`src/rtl/regfile_wb_arbiter_if.sv`:
```
// Writeback request bus: NUM_REQ requesters with packed valid/ready/addr/data.
// The master modport belongs to the requesters and the slave modport to the arbiter.
interface regfile_wb_arbiter_if #(
  parameter int NUM_REQ   = 2,
  parameter int ADDR_W    = 2,
  parameter int BUS_WIDTH = 8
);
  logic [NUM_REQ-1:0]           req_valid;
  logic [NUM_REQ-1:0]           req_ready;
  logic [NUM_REQ*ADDR_W-1:0]    req_addr;
  logic [NUM_REQ*BUS_WIDTH-1:0] req_data;

  modport master (output req_valid, output req_addr, output req_data, input req_ready);
  modport slave  (input req_valid, input req_addr, input req_data, output req_ready);
endinterface

```
`src/rtl/regfile_wb_arbiter.sv`:
```
// Round-robin arbiter sharing the register-file write port, with one write stage.
// Optional read-after-write forwarding is enabled by defining REGFILE_WB_BYPASS_EN.
module regfile_wb_arbiter #(
  parameter int BUS_WIDTH = 8,
  parameter int DEPTH     = 3,
  parameter int NUM_REQ   = 2,
  localparam int ADDR_W   = (DEPTH > 1) ? $clog2(DEPTH) : 1
) (
  input  logic                 clk,
  input  logic                 rst_n,
  regfile_wb_arbiter_if.slave  req,
  input  logic                 hold,
  input  logic                 err_clr,
  output logic                 err_oob,
  output logic                 we,
  output logic [ADDR_W-1:0]    wr_addr,
  output logic [BUS_WIDTH-1:0] wr_data,
  input  logic [ADDR_W-1:0]    rd_addr_a,
  input  logic [ADDR_W-1:0]    rd_addr_b,
  input  logic [BUS_WIDTH-1:0] rf_rd_a,
  input  logic [BUS_WIDTH-1:0] rf_rd_b,
  output logic [BUS_WIDTH-1:0] rd_data_a,
  output logic [BUS_WIDTH-1:0] rd_data_b
);
  localparam int PTR_W = (NUM_REQ > 1) ? $clog2(NUM_REQ) : 1;

  logic [ADDR_W-1:0]    addr_arr [NUM_REQ];
  logic [BUS_WIDTH-1:0] data_arr [NUM_REQ];

  logic [PTR_W-1:0]     rr_ptr_reg;
  logic [PTR_W-1:0]     rr_ptr_next;
  logic [PTR_W-1:0]     win_idx;
  logic                 win_found;
  logic                 xfer;
  logic                 win_oob;
  logic [ADDR_W-1:0]    win_addr;
  logic [NUM_REQ-1:0]   grant_vec;

  logic                 we_reg;
  logic [ADDR_W-1:0]    wr_addr_reg;
  logic [BUS_WIDTH-1:0] wr_data_reg;
  logic                 err_oob_reg;

  genvar gi;
  generate
    for (gi = 0; gi < NUM_REQ; gi++) begin : g_unpack
      assign addr_arr[gi] = req.req_addr[gi*ADDR_W +: ADDR_W];
      assign data_arr[gi] = req.req_data[gi*BUS_WIDTH +: BUS_WIDTH];
    end
  endgenerate

  // Scan from rr_ptr upward, wrapping, and take the first valid requester.
  always_comb begin
    int idx;
    idx       = 0;
    win_found = 1'b0;
    win_idx   = '0;
    for (int k = 0; k < NUM_REQ; k++) begin
      idx = int'(rr_ptr_reg) + k;
      if (idx >= NUM_REQ) idx = idx - NUM_REQ;
      if (!win_found && req.req_valid[idx]) begin
        win_found = 1'b1;
        win_idx   = PTR_W'(idx);
      end
    end
  end

  // Gating with rst_n keeps every ready low while reset is held.
  assign xfer     = win_found && !hold && rst_n;
  assign win_addr = addr_arr[win_idx];
  assign win_oob  = int'(win_addr) >= DEPTH;

  always_comb begin
    grant_vec = '0;
    if (xfer) grant_vec[win_idx] = 1'b1;
  end

  assign req.req_ready = grant_vec;
  assign rr_ptr_next   = (win_idx == PTR_W'(NUM_REQ - 1)) ? '0 : win_idx + PTR_W'(1);

  always_ff @(posedge clk or negedge rst_n) begin
    if (!rst_n) begin
      rr_ptr_reg  <= '0;
      we_reg      <= 1'b0;
      wr_addr_reg <= '0;
      wr_data_reg <= '0;
      err_oob_reg <= 1'b0;
    end else begin
      we_reg <= 1'b0;
      if (xfer) begin
        rr_ptr_reg <= rr_ptr_next;
        if (!win_oob) begin
          we_reg      <= 1'b1;
          wr_addr_reg <= win_addr;
          wr_data_reg <= data_arr[win_idx];
        end
      end
      // A new out-of-range acceptance takes priority over a clear.
      if (xfer && win_oob) begin
        err_oob_reg <= 1'b1;
      end else if (err_clr) begin
        err_oob_reg <= 1'b0;
      end
    end
  end

  assign we      = we_reg;
  assign wr_addr = wr_addr_reg;
  assign wr_data = wr_data_reg;
  assign err_oob = err_oob_reg;

`ifdef REGFILE_WB_BYPASS_EN
  assign rd_data_a = (we_reg && wr_addr_reg == rd_addr_a) ? wr_data_reg : rf_rd_a;
  assign rd_data_b = (we_reg && wr_addr_reg == rd_addr_b) ? wr_data_reg : rf_rd_b;
`else
  assign rd_data_a = rf_rd_a;
  assign rd_data_b = rf_rd_b;
`endif

endmodule

```
`src/flat_wrapper.sv`:
```
// flat-port wrapper written by rule: the top's interface ports become plain ports
module regfile_wb_arbiter_flat 
#(
  parameter int BUS_WIDTH = 8,
  parameter int DEPTH     = 3,
  parameter int NUM_REQ   = 2,
  localparam int ADDR_W   = (DEPTH > 1) ? $clog2(DEPTH) : 1
)
  (clk, rst_n, hold, err_clr, err_oob, we, wr_addr, wr_data, rd_addr_a, rd_addr_b, rf_rd_a, rf_rd_b, rd_data_a, rd_data_b, req_req_valid, req_req_addr, req_req_data, req_req_ready);
  regfile_wb_arbiter_if #(.NUM_REQ(NUM_REQ), .ADDR_W((2)), .BUS_WIDTH(BUS_WIDTH)) req_i ();
  input  logic clk;
  input  logic rst_n;
  input  logic hold;
  input  logic err_clr;
  output logic err_oob;
  output logic we;
  output logic [ADDR_W-1:0] wr_addr;
  output logic [BUS_WIDTH-1:0] wr_data;
  input  logic [ADDR_W-1:0] rd_addr_a;
  input  logic [ADDR_W-1:0] rd_addr_b;
  input  logic [BUS_WIDTH-1:0] rf_rd_a;
  input  logic [BUS_WIDTH-1:0] rf_rd_b;
  output logic [BUS_WIDTH-1:0] rd_data_a;
  output logic [BUS_WIDTH-1:0] rd_data_b;
  input wire logic [$bits(req_i.req_valid)-1:0] req_req_valid;
  input wire logic [$bits(req_i.req_addr)-1:0] req_req_addr;
  input wire logic [$bits(req_i.req_data)-1:0] req_req_data;
  output wire logic [$bits(req_i.req_ready)-1:0] req_req_ready;
  assign req_i.req_valid = req_req_valid;
  assign req_i.req_addr = req_req_addr;
  assign req_i.req_data = req_req_data;
  assign req_req_ready = req_i.req_ready;
  regfile_wb_arbiter #(.BUS_WIDTH(BUS_WIDTH), .DEPTH(DEPTH), .NUM_REQ(NUM_REQ)) u_core (.clk(clk), .rst_n(rst_n), .req(req_i), .hold(hold), .err_clr(err_clr), .err_oob(err_oob), .we(we), .wr_addr(wr_addr), .wr_data(wr_data), .rd_addr_a(rd_addr_a), .rd_addr_b(rd_addr_b), .rf_rd_a(rf_rd_a), .rf_rd_b(rf_rd_b), .rd_data_a(rd_data_a), .rd_data_b(rd_data_b));
endmodule
```
`config.mk`:
```
export PLATFORM = sky130hd
export DESIGN_NAME = regfile_wb_arbiter_flat
export DESIGN_NICKNAME = d
export VERILOG_FILES = /design/src/rtl/regfile_wb_arbiter_if.sv /design/src/rtl/regfile_wb_arbiter.sv /design/src/flat_wrapper.sv
export SDC_FILE = /design/constraint.sdc
export NUM_CORES = 1
export LEC_CHECK = 0
export BUFFER_PORTS_ARGS = -buffer_cell sky130_fd_sc_hd__buf_2
export CAP_MARGIN = 20
export CORE_MARGIN = 2
export CORE_UTILIZATION = 36
export CTS_CLUSTER_DIAMETER = 40
export CTS_CLUSTER_SIZE = 24
export DETAILED_ROUTE_END_ITERATION = 12
export PLACE_DENSITY = 0.87
export SLEW_MARGIN = 20
export SYNTH_ARGS = -nofsm -noshare
export SYNTH_HDL_FRONTEND = slang
export SYNTH_SLANG_ARGS = --single-unit
```
`constraint.sdc`:
```
create_clock -name clk -period 1.95 [get_ports clk]
set_clock_uncertainty 0.1 [all_clocks]
set_input_delay 0.0975 -clock clk [delete_from_list [all_inputs] [get_ports clk]]
set_output_delay 0.0975 -clock clk [all_outputs]
set_load 0.02 [all_outputs]
```
[After elaboration in Yosys (flattened, before gate mapping)]
Index checks and enable logic that the tools add are counted.
Cells by class
  eq/ne operators: 0
  reduce and logical (&&, ||, !) cells: 9
  multiplexer cells: 26
  shifts and indexed selects: 0
  $lt $le $gt $ge: 8
  bitwise operators: 2
  $mul: 0
  $add $sub $neg: 4
  divide/modulo/power cells: 0
Operator list (number)
  less-than comparator 32 x 3 -> 1 bit, second input constant: 2
  two-way mux 32 bit: 2
  greater-or-equal comparator 32 x 3 -> 1 bit, second input constant: 1
  subtractor 32 x 3 -> 32 bit, second input constant: 1
  two-way mux 8 bit: 3
  two-way mux 1 bit: 16
  two-way mux 2 bit: 4
  logical AND 1 bit: 5
  greater-or-equal comparator 2 bit, second input constant: 2
  subtractor 1 x 2 -> 3 bit, second input constant: 1
  adder 1 x 1 -> 2 bit, second input constant: 1
  greater-or-equal comparator 1 x 2 -> 1 bit, second input constant: 1
  logical NOT 1 bit: 2
  less-than comparator 1 x 2 -> 1 bit, second input constant: 1
  inverter 1 -> 2 bit: 1
  AND reduction 2 bit: 1
  nonzero test 2 bit: 1
  adder 1 bit, second input constant: 1
  demux 1 bit (select 1 bit): 1
  greater-or-equal comparator 1 bit, second input constant: 1
  inverter 1 bit: 1
Storage, ports and cells
  input bits: 46
  ROM bits: 0
  register bits after elaboration: 13
  output and inout port bits: 30
  bits in latches: 0
  word-level logic and storage cells: 54
  memory bits (writable): 0
  memories: 0

[Depth between registers and ports, before layout]
  word-level depth: 16
  gate-level depth with buffers: 5
  mapped depth without buffers: 4

[Least setup slack after synthesis]
No wires, ideal clock.
  path kind: reg-to-reg
  start point: reg u_core.rr_ptr_reg
  end point: reg u_core.wr_data_reg[0], in the netlist u_core.wr_data[0]
  arrival time: 1.467 ns
  slack: 0.259 ns
  library setup time: 0.125 ns
  required time: 1.725 ns
  cell stages (with the launch flop): 6
  cells stage by stage: dfrtp_1 nand2b_2 nand2_1 buf_2 mux2_2 mux2_2
Between the ends
  word-level cells in the longest chain between the ends: 16
  elaborated cells between the ends (all ways): 31
  classes of those cells: 3 x add/sub; 3 x order compare; 18 x mux; 2 x bitwise; 5 x reduce/logical
Ends and longest elaborated chain
  start: declaration: RTL line regfile_wb_arbiter.sv:30  | logic [PTR_W-1:0] rr_ptr_reg;
  start signal: assignment: RTL line regfile_wb_arbiter.sv:91  | rr_ptr_reg <= rr_ptr_next;
  branches (longest 16 deep; another with subtractor 32 x 3 -> 32 bit)
  end signal: assignment: RTL line regfile_wb_arbiter.sv:95  | wr_data_reg <= data_arr[win_idx];
  end: declaration: RTL line regfile_wb_arbiter.sv:41  | logic [BUS_WIDTH-1:0] wr_data_reg;
Several ways; the timed one is not identified. The select of a mux whose other input is x is not followed.
A chain may end at the register's enable or synchronous reset.

[Final worst setup path]
  start point: in rst_n
  end point: reg u_core.wr_data_reg[0], in the netlist u_core.wr_data[0]
Between the ends
  word-level cells in the longest chain between the ends: 2
Ends and longest elaborated chain
  start: declaration: RTL line flat_wrapper.sv:12  | input logic rst_n;
  logical AND 1 bit: RTL line regfile_wb_arbiter.sv:69  | assign xfer = win_found && !hold && rst_n;
  AND reduction 2 bit (no source line)
Every way passes these cells.

==> flow_summary.yaml <==
cts:
  h-tree-depth: 1
  clock-root-buffer: "clkbuf_4"
  cts_setup_buffers: 0
  cts.sinks: 13
  cts_buffers: 3
  clkTransAtPathRegs_ps: 70
  max-clock-path-buffers: 2
  cts_tree: "built"
  clk-insertion-delay-late_ps: 270
logic_synthesis:
  synth_area_leaders: "dfrtp_1 (40%), mux2_2 (22%), buf_4 (15%)"
  syn_nets: 117
  synth_seq_cells: 13
  synth_area_leader_cell: "dfrtp_1"
  synth_seq_area_share_pct: 40.0
  ys_types: 21
  synthCells: 71
  synth_top_area_share_pct: 40.0
  synth_area_per_cell_sq_um: 11.5
  syn-cell-area_sq_um: 813
  yosysWarnings: 0
die:
  die_h_microns: 51.5
  initial_core_util_pct: 37.5
  die_width_microns: 51.5
  core_sq_um: 2170
  fp-row-count: 17
  io-pin-count: 76
  fp.dieArea_sq_um: 2660
sta:
  rsz0062_at_grt: "false"
  tns_ps: 0
  hold_viol: 0
  setup_viol: 0
  worst-slew-pin-transition_ps: 549
  drv_slew: 0
  period_minus_slack_ps: 1860
  post-route-period-util_pct: 95.5
  fmax_mhz: 537
  max_slew_margin_pct: 63.4
routing:
  routed_wl_microns: 1640
  vias: 607
  drc: 0
  antenna_left: 0
  drt_iter0_markers: 3
  first_pass_iters: 2
  routedWlPerCell_microns: 12.9
  vias_per_cell: 4.78
placed_design:
  gp_congestion: 0.740
  dp_hpwl_microns: 1340
  place_area_sq_um: 915
  port_buffers: 39
  placed_cells: 121
finish:
  layout_commonest_cell: "buf_2"
  layout-drive-gt1-share_pct: 65.7
  layout.nets: 146
  mostFrequentLayoutCells: "buf_2 (39), mux2_2 (16), dfrtp_1 (13), inv_1 (4), a21oi_1 (4)"
  fin_cells: 127
  largest_reg_flops: 8
  fin_util_pct: 44.4
  diodes: 0
  final_cell_area_sq_um: 963
  area_delta_synth_final_pct: 18.5
  n_fill_cell: 239
power_and_ir_drop:
  clockPowerShare_pct: 19.7
  powerDensity_nw_per_um2: 847
  internal_power_uw: 542
  peakVddDrop_v: 0.000452
  seqPwrFrac_pct: 44.2
  power.switching_uw: 275
  combPwrFrac_pct: 36.1
  power.total_uw: 816
  p_sw_share_pct: 33.6
  power.leakage_uw: 0.000471
worst_setup_path:
  criticalPathCategory: "primary input to flip-flop"
  r2r_cells: 4
  endpoint: "u_core.wr_data[0]"
  cp-startpoint: "rst_n"
  r2r-start: "u_core.rr_ptr_reg"
  crit_required_ps: 2000
  startpoint_type: "primary input"
  critPathCaptureType: "flip-flop"
  cp_max_fo: 9
  reg2reg_to: "u_core.wr_data[0]"
  arrival_ps: 1920
  reg2reg_slack_ps: 120
global_route:
  grt_antenna_before_repair: 0
  grt-ovfl-total: 0
  grt_pass1_vias: 652
  grt_pass1_wl_microns: 2720
  grtUsageTotal_pct: 13.7
  grt_max_degree: 14
job:
  drv_cap: 0
hold_path:
  hp-class: "primary input to flip-flop"
  hp-start: "req_req_addr[1]"
status:
  outcome: "complete, no violations"
-- routing by layer --
layer	vias to the layer above	global-route usage (%)	part of all wire, %
li1	284	-	-
met1	283	14.6	39
met2	32	23.5	49
met3	8	3.45	11
met4	0	9.65	1.8
met5	-	0	0
-- worst max-delay path, stage by stage --
cell and delay (ps):
dlygate4sd3_1 530, buf_2 110, nand2b_1 80, o21bai_4 210, a311oi_4 480, mux2_2 400
-- cell usage after synthesis, drive strengths merged --
library cell	number
o21a	1
nand2b	2
nand2	2
inv	4
a21boi	1
a21oi	5
a311oi	1
a21o	1
a31oi	1
o22ai	1
a211oi	1
o21bai	1
a211o	1
nor2	2
buf	18
dfrtp	13
mux2	16
-- logic make-up after synthesis --
kind of cell | after synthesis | synth area share, %
buf+inv | 22 | 18.6
mux | 16 | 22.2
compound gates | 14 | 15.5
flops | 13 | 40.0
simple gates | 6 | 3.69
-- per-stage QoR --
step / hold slack, ps / setup slack [ps]
2_1_floorplan: -298 / 259
3_3_place_gp: -44.7 / 123
3_5_place_dp: -42.6 / 41.3
4_1_cts: 37.6 / 20.8
5_1_grt: 66.5 / 8.57
6_report: 51.9 / 88.2
-- power by group through the flow --
stage	Combinational, uW	Clock (uW)	Sequential, uW
floorplan	162	0	434
global placement	285	0	361
detailed placement	294	0	366
CTS	298	172	361
global route	317	182	368
finish	295	161	361
-- layout make-up --
class | count | area, sq um | share of cell area, %
multi-input cells | 36 | 339 | 35.2
flip-flops and latches | 13 | 325 | 33.8
repair buffers | 42 | 223 | 23.1
well taps | 28 | 35.0 | 3.64
clock buffers | 4 | 26.3 | 2.73
inverters | 4 | 15.0 | 1.56
-- how the worst min path moves through the flow --
stage | to | slack, ps | depth (start not counted)
floorplan | u_core.err_oob | -300 | 0
global placement | u_core.wr_addr[0] | -40 | 2
detailed placement | u_core.wr_addr[0] | -40 | 2
CTS | u_core.wr_addr[1] | 40 | 3
global route | u_core.wr_addr[1] | 70 | 3
finish | u_core.wr_addr[1] | 50 | 3
-- timing repair --
| action | 4_1_cts | 5_1_grt |
|---|---|---|
| resized for setup | 0 | 1 |
| hold endpoints to repair | 14 | 0 |
| hold buffers | 2 | 0 |
| endpoints found under the setup margin | 0 | 8 |
No activity file was read; power rests on OpenSTA's default activity.
